==> config.mk <==
export PLATFORM = sky130hd
export DESIGN_NAME = serial_tx
export DESIGN_NICKNAME = d
export VERILOG_FILES = /design/src/rtl/serial_tx_pkg.sv /design/src/rtl/serial_tx.sv
export SDC_FILE = /design/constraint.sdc
export NUM_CORES = 1
export LEC_CHECK = 0
export CORE_UTILIZATION = 35
export CTS_CLUSTER_SIZE = 12
export DETAILED_ROUTE_END_ITERATION = 6
export PLACE_DENSITY_LB_ADDON = 0.05
export SLEW_MARGIN = 5
export SYNTH_ARGS = -nofsm -noshare
export SYNTH_HDL_FRONTEND = slang
export SYNTH_SLANG_ARGS = --single-unit
==> constraint.sdc <==
create_clock -name clk -period 4.3 [get_ports clk]
set_input_delay 0.43 -clock clk [delete_from_list [all_inputs] [get_ports clk]]
set_output_delay 0.43 -clock clk [all_outputs]
set_load 0.01 [all_outputs]
==> src/rtl/serial_tx_pkg.sv <==
// Shared framing constants for the serial link: flit sizing and the 2-bit
// frame-state encodings that both serial_tx and serial_rx decode.
package serial_tx_pkg;

  localparam int PAYLOAD_SIZE = 12;
  localparam int ADDR_SZ      = 4;

  typedef logic [1:0] ser_state_t;

  localparam logic [1:0] SER_IDLE   = 2'd0;
  localparam logic [1:0] SER_SHIFT  = 2'd1;
  localparam logic [1:0] SER_PARITY = 2'd2;
  localparam logic [1:0] SER_GAP    = 2'd3;

endpackage

==> src/rtl/serial_tx.sv <==
// Per-output-port serializer: loads one flit, sends it LSB first on a 1-bit
// link, then an even-parity bit and one idle gap cycle.
module serial_tx
  import serial_tx_pkg::*;
#(
  parameter int WIDTH = PAYLOAD_SIZE + ADDR_SZ,
  parameter int CNT_W = 16
) (
  input  logic             clk,
  input  logic             reset,
  input  logic [WIDTH-1:0] item_in,
  input  logic             ena,
  output logic             busy,
  input  logic             rx_full,
  output logic             tx_data,
  output logic             tx_valid,
  output logic [CNT_W-1:0] flit_cnt,
  output ser_state_t       state_dbg
);

  localparam int BW = $clog2(WIDTH);
  localparam logic [BW-1:0] LAST_BIT = BW'(WIDTH - 1);

  ser_state_t       state;
  logic [WIDTH-1:0] sreg;
  logic [BW-1:0]    bit_cnt;
  logic             parity;
  logic             rx_full_q;

  // Handshake: a flit is taken on the edge where ena=1 and busy=0; busy is
  // built only from flops so the arbiter sees no path from ena back to busy.
  assign busy = (state != SER_IDLE) | rx_full_q;

  always_ff @(posedge clk or negedge reset) begin
    if (!reset) begin
      state     <= SER_IDLE;
      sreg      <= '0;
      bit_cnt   <= '0;
      parity    <= 1'b0;
      rx_full_q <= 1'b0;
      flit_cnt  <= '0;
    end else begin
      rx_full_q <= rx_full;
      case (state)
        SER_IDLE: begin
          if (ena && !busy) begin
            sreg    <= item_in;
            bit_cnt <= '0;
            parity  <= 1'b0;
            state   <= SER_SHIFT;
          end
        end
        SER_SHIFT: begin
          sreg    <= sreg >> 1;
          parity  <= parity ^ sreg[0];
          bit_cnt <= bit_cnt + 1'b1;
          if (bit_cnt == LAST_BIT) state <= SER_PARITY;
        end
        SER_PARITY: state <= SER_GAP;
        SER_GAP: begin
          flit_cnt <= flit_cnt + 1'b1;
          state    <= SER_IDLE;
        end
        default: state <= SER_IDLE;
      endcase
    end
  end

  // Outputs decode the state directly so a reset drops tx_valid at once.
  always_comb begin
    tx_valid = 1'b0;
    tx_data  = 1'b0;
    case (state)
      SER_SHIFT: begin
        tx_valid = 1'b1;
        tx_data  = sreg[0];
      end
      SER_PARITY: begin
        tx_valid = 1'b1;
        tx_data  = parity;
      end
      default: begin
        tx_valid = 1'b0;
        tx_data  = 1'b0;
      end
    endcase
  end

  assign state_dbg = state;

endmodule

# Yosys cells after proc, flatten, opt, wreduce, memory -nomap -nowiden
# Index checks and enable logic that the tools add are counted.
classes:
  add_sub_neg: 2
  n_eq_ne: 6
  mux: 11
  bitwise_logic: 2
  n_reduce_logical: 8
op_table:
  columns: ["cell", "n"]
  rows:
  - ["case mux 16 bit (2 select lines)", 1]
  - ["adder 16 x 1 -> 16 bit, second input constant", 1]
  - ["two-way mux 16 bit", 1]
  - ["case mux 2 bit (4 select lines)", 1]
  - ["case mux 4 bit (2 select lines)", 1]
  - ["adder 4 x 1 -> 4 bit, second input constant", 1]
  - ["== test 2 bit, second input constant", 2]
  - ["== test 4 bit, second input constant", 1]
  - ["two-way mux 2 bit", 2]
  - ["two-way mux 4 bit", 1]
  - ["inequality test 2 bit, second input constant", 2]
  - ["case mux 1 bit (2 select lines)", 2]
  - ["AND reduction 2 bit", 2]
  - ["nonzero test 2 bit", 2]
  - ["== test 2 x 1 -> 1 bit, second input constant", 1]
  - ["logical NOT 2 bit", 1]
  - ["two-way mux 1 bit", 2]
  - ["OR reduction 2 bit", 1]
  - ["logical AND 1 bit", 1]
  - ["logical NOT 1 bit", 1]
  - ["bitwise OR 1 bit", 1]
  - ["bitwise XOR 1 bit", 1]
word_totals:
  ff_bits: 40
  input_bits: 20
  elab_cells: 35

# Longest topological paths before layout
logic_depth:
  word_depth: 6
  ltp_mapped: 7
  ltp_nobuf: 6

# Worst setup path before layout
# No wires, ideal clock.
synth_timing:
  kind: "register to output"
  startpoint: "reg state[1], in the netlist state_dbg[1]"
  endpoint: "out tx_data"
  t_arrival_ps: 1106
  required_ps: 3870
  setup_slack_ps: 2764
  path_stages_with_launch: 6
  n_path_buf: 1
  cell_sequence: "dfrtp_1 -> inv_1 -> ha_1 -> buf_4 -> a22oi_1 -> nor2b_1"
synth_between:
  elab_chain_len: 2
  elab_cells_between_ends: 3
synth_lines:
  columns: ["item", "line_no", "source"]
  rows:
  - ["from (decl)", "serial_tx.sv:24", "ser_state_t state;"]
  - ["from (signal assigned)", "serial_tx.sv:36", "state <= SER_IDLE;"]
  - ["from (signal assigned)", "serial_tx.sv:50", "state <= SER_SHIFT;"]
  - ["from (signal assigned)", "serial_tx.sv:57", "if (bit_cnt == LAST_BIT) state <= SER_PARITY;"]
  - ["== test 2 bit / == test 2 x 1 -> 1 bit (equally long branches)", "serial_tx.sv:73", "case (state)"]
  - ["case mux 1 bit (2 select lines) *", "serial_tx.sv:73", null]
  - ["to (decl)", "serial_tx.sv:15", "output logic tx_data,"]
# Every way passes the cells marked *; elsewhere a longest branch is shown, timed or not.

# Worst setup path in the final report
# Ends and elaborated chain as after synthesis.

==> metrics.txt <==
mean routed wirelength per cell approximately 13 um; DIE AREA slightly below 6000 um^2; GR Overflow Total 0; final number of hold-violating endpoints 0; post-layout util between 40% and 50%; Max Cap Viol 0; DP Wirelength about 2700 um; FFs w/ async S/R, synth 100%; FF-to-FF path depth 5; CTS Buf Count 5; clk sinks 40; clock skew 0.00416 ns; CP endpoint kind primary output; final instance area approximately 2500 um^2; final WL between 3000 and 4000 um; dominant cell by count in the synthesized netlist dfrtp_1; #FFs+latches synth 40; fin crit period 2.57 ns; via/cell ratio between 4 and 5; GRT Util Overall 14.5%; TritonCTS clock tree yes; post-synth top area cell dfrtp_1; Cell Area, Synth ~2000 um^2; Core Region around 5200 um^2; count of cell types in the netlist 34; reg2reg setup slack approximately 1.9 ns; Setup crit start kind flip-flop; crit share post-route about three fifths; Diodes inserted 0; share of layout cells above drive strength 1 7.14%; worst vdd ir between 0.2 and 0.3 mV; placed cell area between 2000 and 2500 um^2; final setup violation count 0; setup TNS 0 ns; EDFF count, synth 0; Synth area leaders dfrtp_1, mux2i_1, nand2_1; # resized after CTS 0; Worst Tran Pin Value roughly 1.1 ns; status finished clean; dominant synthesized flop cell dfrtp_1; Clock Pin Slew Worst Setup and Hold Paths 0.08 ns; post-CTS setup buffer count 0; worst relative slew slack about a quarter; hold_buf cts 0; vias in the first global route ~1,500; antenna violations before repair 0; CP Class reg -> out; Nets about 250; Clk Latency, worst-skew pair between 0.2 and 0.3 ns; count of final max-slew check failures 0; initial core utilization around 37%; CP required between 3 and 4 ns; PwrDens a little over 600 nW/um^2; Die Ht 76.7 um; DRC Markers 0; r2r startpoint state_dbg[1]; Pre-Repair DR Iteration Count 4; RSZ-0062 raised after global routing false; chip width about 77 um; Boundary Pins around 40; CTS H-tree depth 2; initial DRC count 67; Seq/Total Area, Yosys between 50% and 60%; remaining antenna violation count 0; Hold Crit Class in -> async; port buffer count 40; crit path max fanout 14; largest net degree at the start of global routing around 40; root buffer cell clkbuf_8; top cell type's share of synthesized area 51.3%; top post-synthesis cells by count dfrtp_1, nand2_1, mux2i_1; synth warn 0; first-pass GRT wire length roughly 6700 um; FMAX 0.389 GHz; Avg Cell Area, Syn roughly 11 um^2; Mapped Cells 183; Net Count, Synth 209; via count about 1,400; Layout area overhead 27.6%; Reg-to-Reg End sreg[5]; static leakage about 0.0011 uW; maximum buffer depth of the clock tree 2; Worst EP arrival about 2.1 ns; pre-CTS setup slack about 1.9 ns; final worst slack roughly 1.7 ns; RD Place Congestion approximately 0.69; std cell rows 26
==> how the worst max path moves through the flow <==
stage | startpoint | end | slack (ns) | depth (start not counted)
2_1_floorplan | state_dbg[1] | tx_data | 2.76 | 5
3_3_place_gp | state_dbg[1] | tx_data | 2.06 | 5
3_5_place_dp | state_dbg[1] | sreg[5] | 1.88 | 5
4_1_cts | state_dbg[1] | tx_data | 1.70 | 5
5_1_grt | state_dbg[0] | sreg[5] | 1.56 | 5
6_report | state_dbg[1] | tx_data | 1.73 | 5
==> area by class of cell <==
cell class / count / area, um^2
tap: 70 / 87.6
sequential: 40 / 1000
inverter: 3 / 11.3
clock inverter: 2 / 10.0
multi-input combinational: 132 / 895
timing repair buffer: 41 / 403
fill: 504 / 2750
clock buffer: 6 / 82.6
==> state kept, by name, indices dropped and copies added, names as in the netlist <==
name	cells
bit_cnt	4
state_dbg	2
parity	1
flit_cnt	16
rx_full_q	1
sreg	16
==> stage by stage <==
| step | power (uW) | std cells | hold slack, ns |
|---|---|---|---|
| 2_1_floorplan | 1050 | 183 | 0.134 |
| 3_3_place_gp | 1230 | 286 | 0.463 |
| 3_5_place_dp | 1270 | 286 | 0.471 |
| 4_1_cts | 1530 | 294 | 0.291 |
| 5_1_grt | 1640 | 294 | 0.330 |
| 6_report | 1500 | 294 | 0.271 |
==> cell families (layout without fill, tap and decap cells) <==
group           after synthesis  count (layout)  synth area share, %
buf+inv                      11              52                 2.82
compound gates               28              28                 8.40
flops                        40              40                 51.3
simple gates                 63              63                 16.5
xor+xnor                     16              16                 7.18
mux                          19              19                 9.88
fa+ha+maj                     6               6                 3.85
==> where the power goes <==
| part | leakage, uW | internal (uW) | switching, uW |
|---|---|---|---|
| Combinational | 0.000528 | 309 | 318 |
| Clock | 0.0000510 | 128 | 129 |
| Sequential | 0.000516 | 507 | 113 |
| Total | 0.00109 | 944 | 560 |
==> placed cells by master (no fill, tap or decap) <==
cell and count:
nand2_1 25, a32oi_1 1, nor2b_1 3, and4_1 2, buf_2 1, nand3b_1 2
nand3_1 5, o31ai_1 1, mux2_2 2, clkbuf_8 6, xor2_1 8, ha_1 6
o211ai_1 2, buf_4 1, inv_1 3, nand3_2 1, dfrtp_1 40, nor2_2 2
a221oi_1 1, a21oi_2 1, a22oi_1 2, nor2_1 5, o21ai_0 16, o21ai_1 2
clkdlybuf4s50_1 39, clkinv_2 2, nand4_1 4, and2_1 2, mux2i_1 17, nor3b_1 2
a21oi_1 2, xnor2_1 8, nor3_1 3, nand2b_1 3, and3_1 4
==> critical path: stages, from the launching register on <==
cell	delay [ns]
dfrtp_1	0.43
inv_1	0.09
ha_1	0.51
a22oi_1	0.14
nor2b_1	0.13
clkdlybuf4s50_1	0.55
==> layer usage <==
| metal | vias to the layer above | wire length (um) | GRT usage [%] |
|---|---|---|---|
| met5 | - | 0 | 0 |
| met3 | 5 | 111 | 3.57 |
| met1 | 684 | 1710 | 16.5 |
| met4 | 0 | 57 | 5.77 |
| li1 | 710 | - | - |
| met2 | 26 | 1900 | 25.8 |
Power figures use the tool's default switching activity.
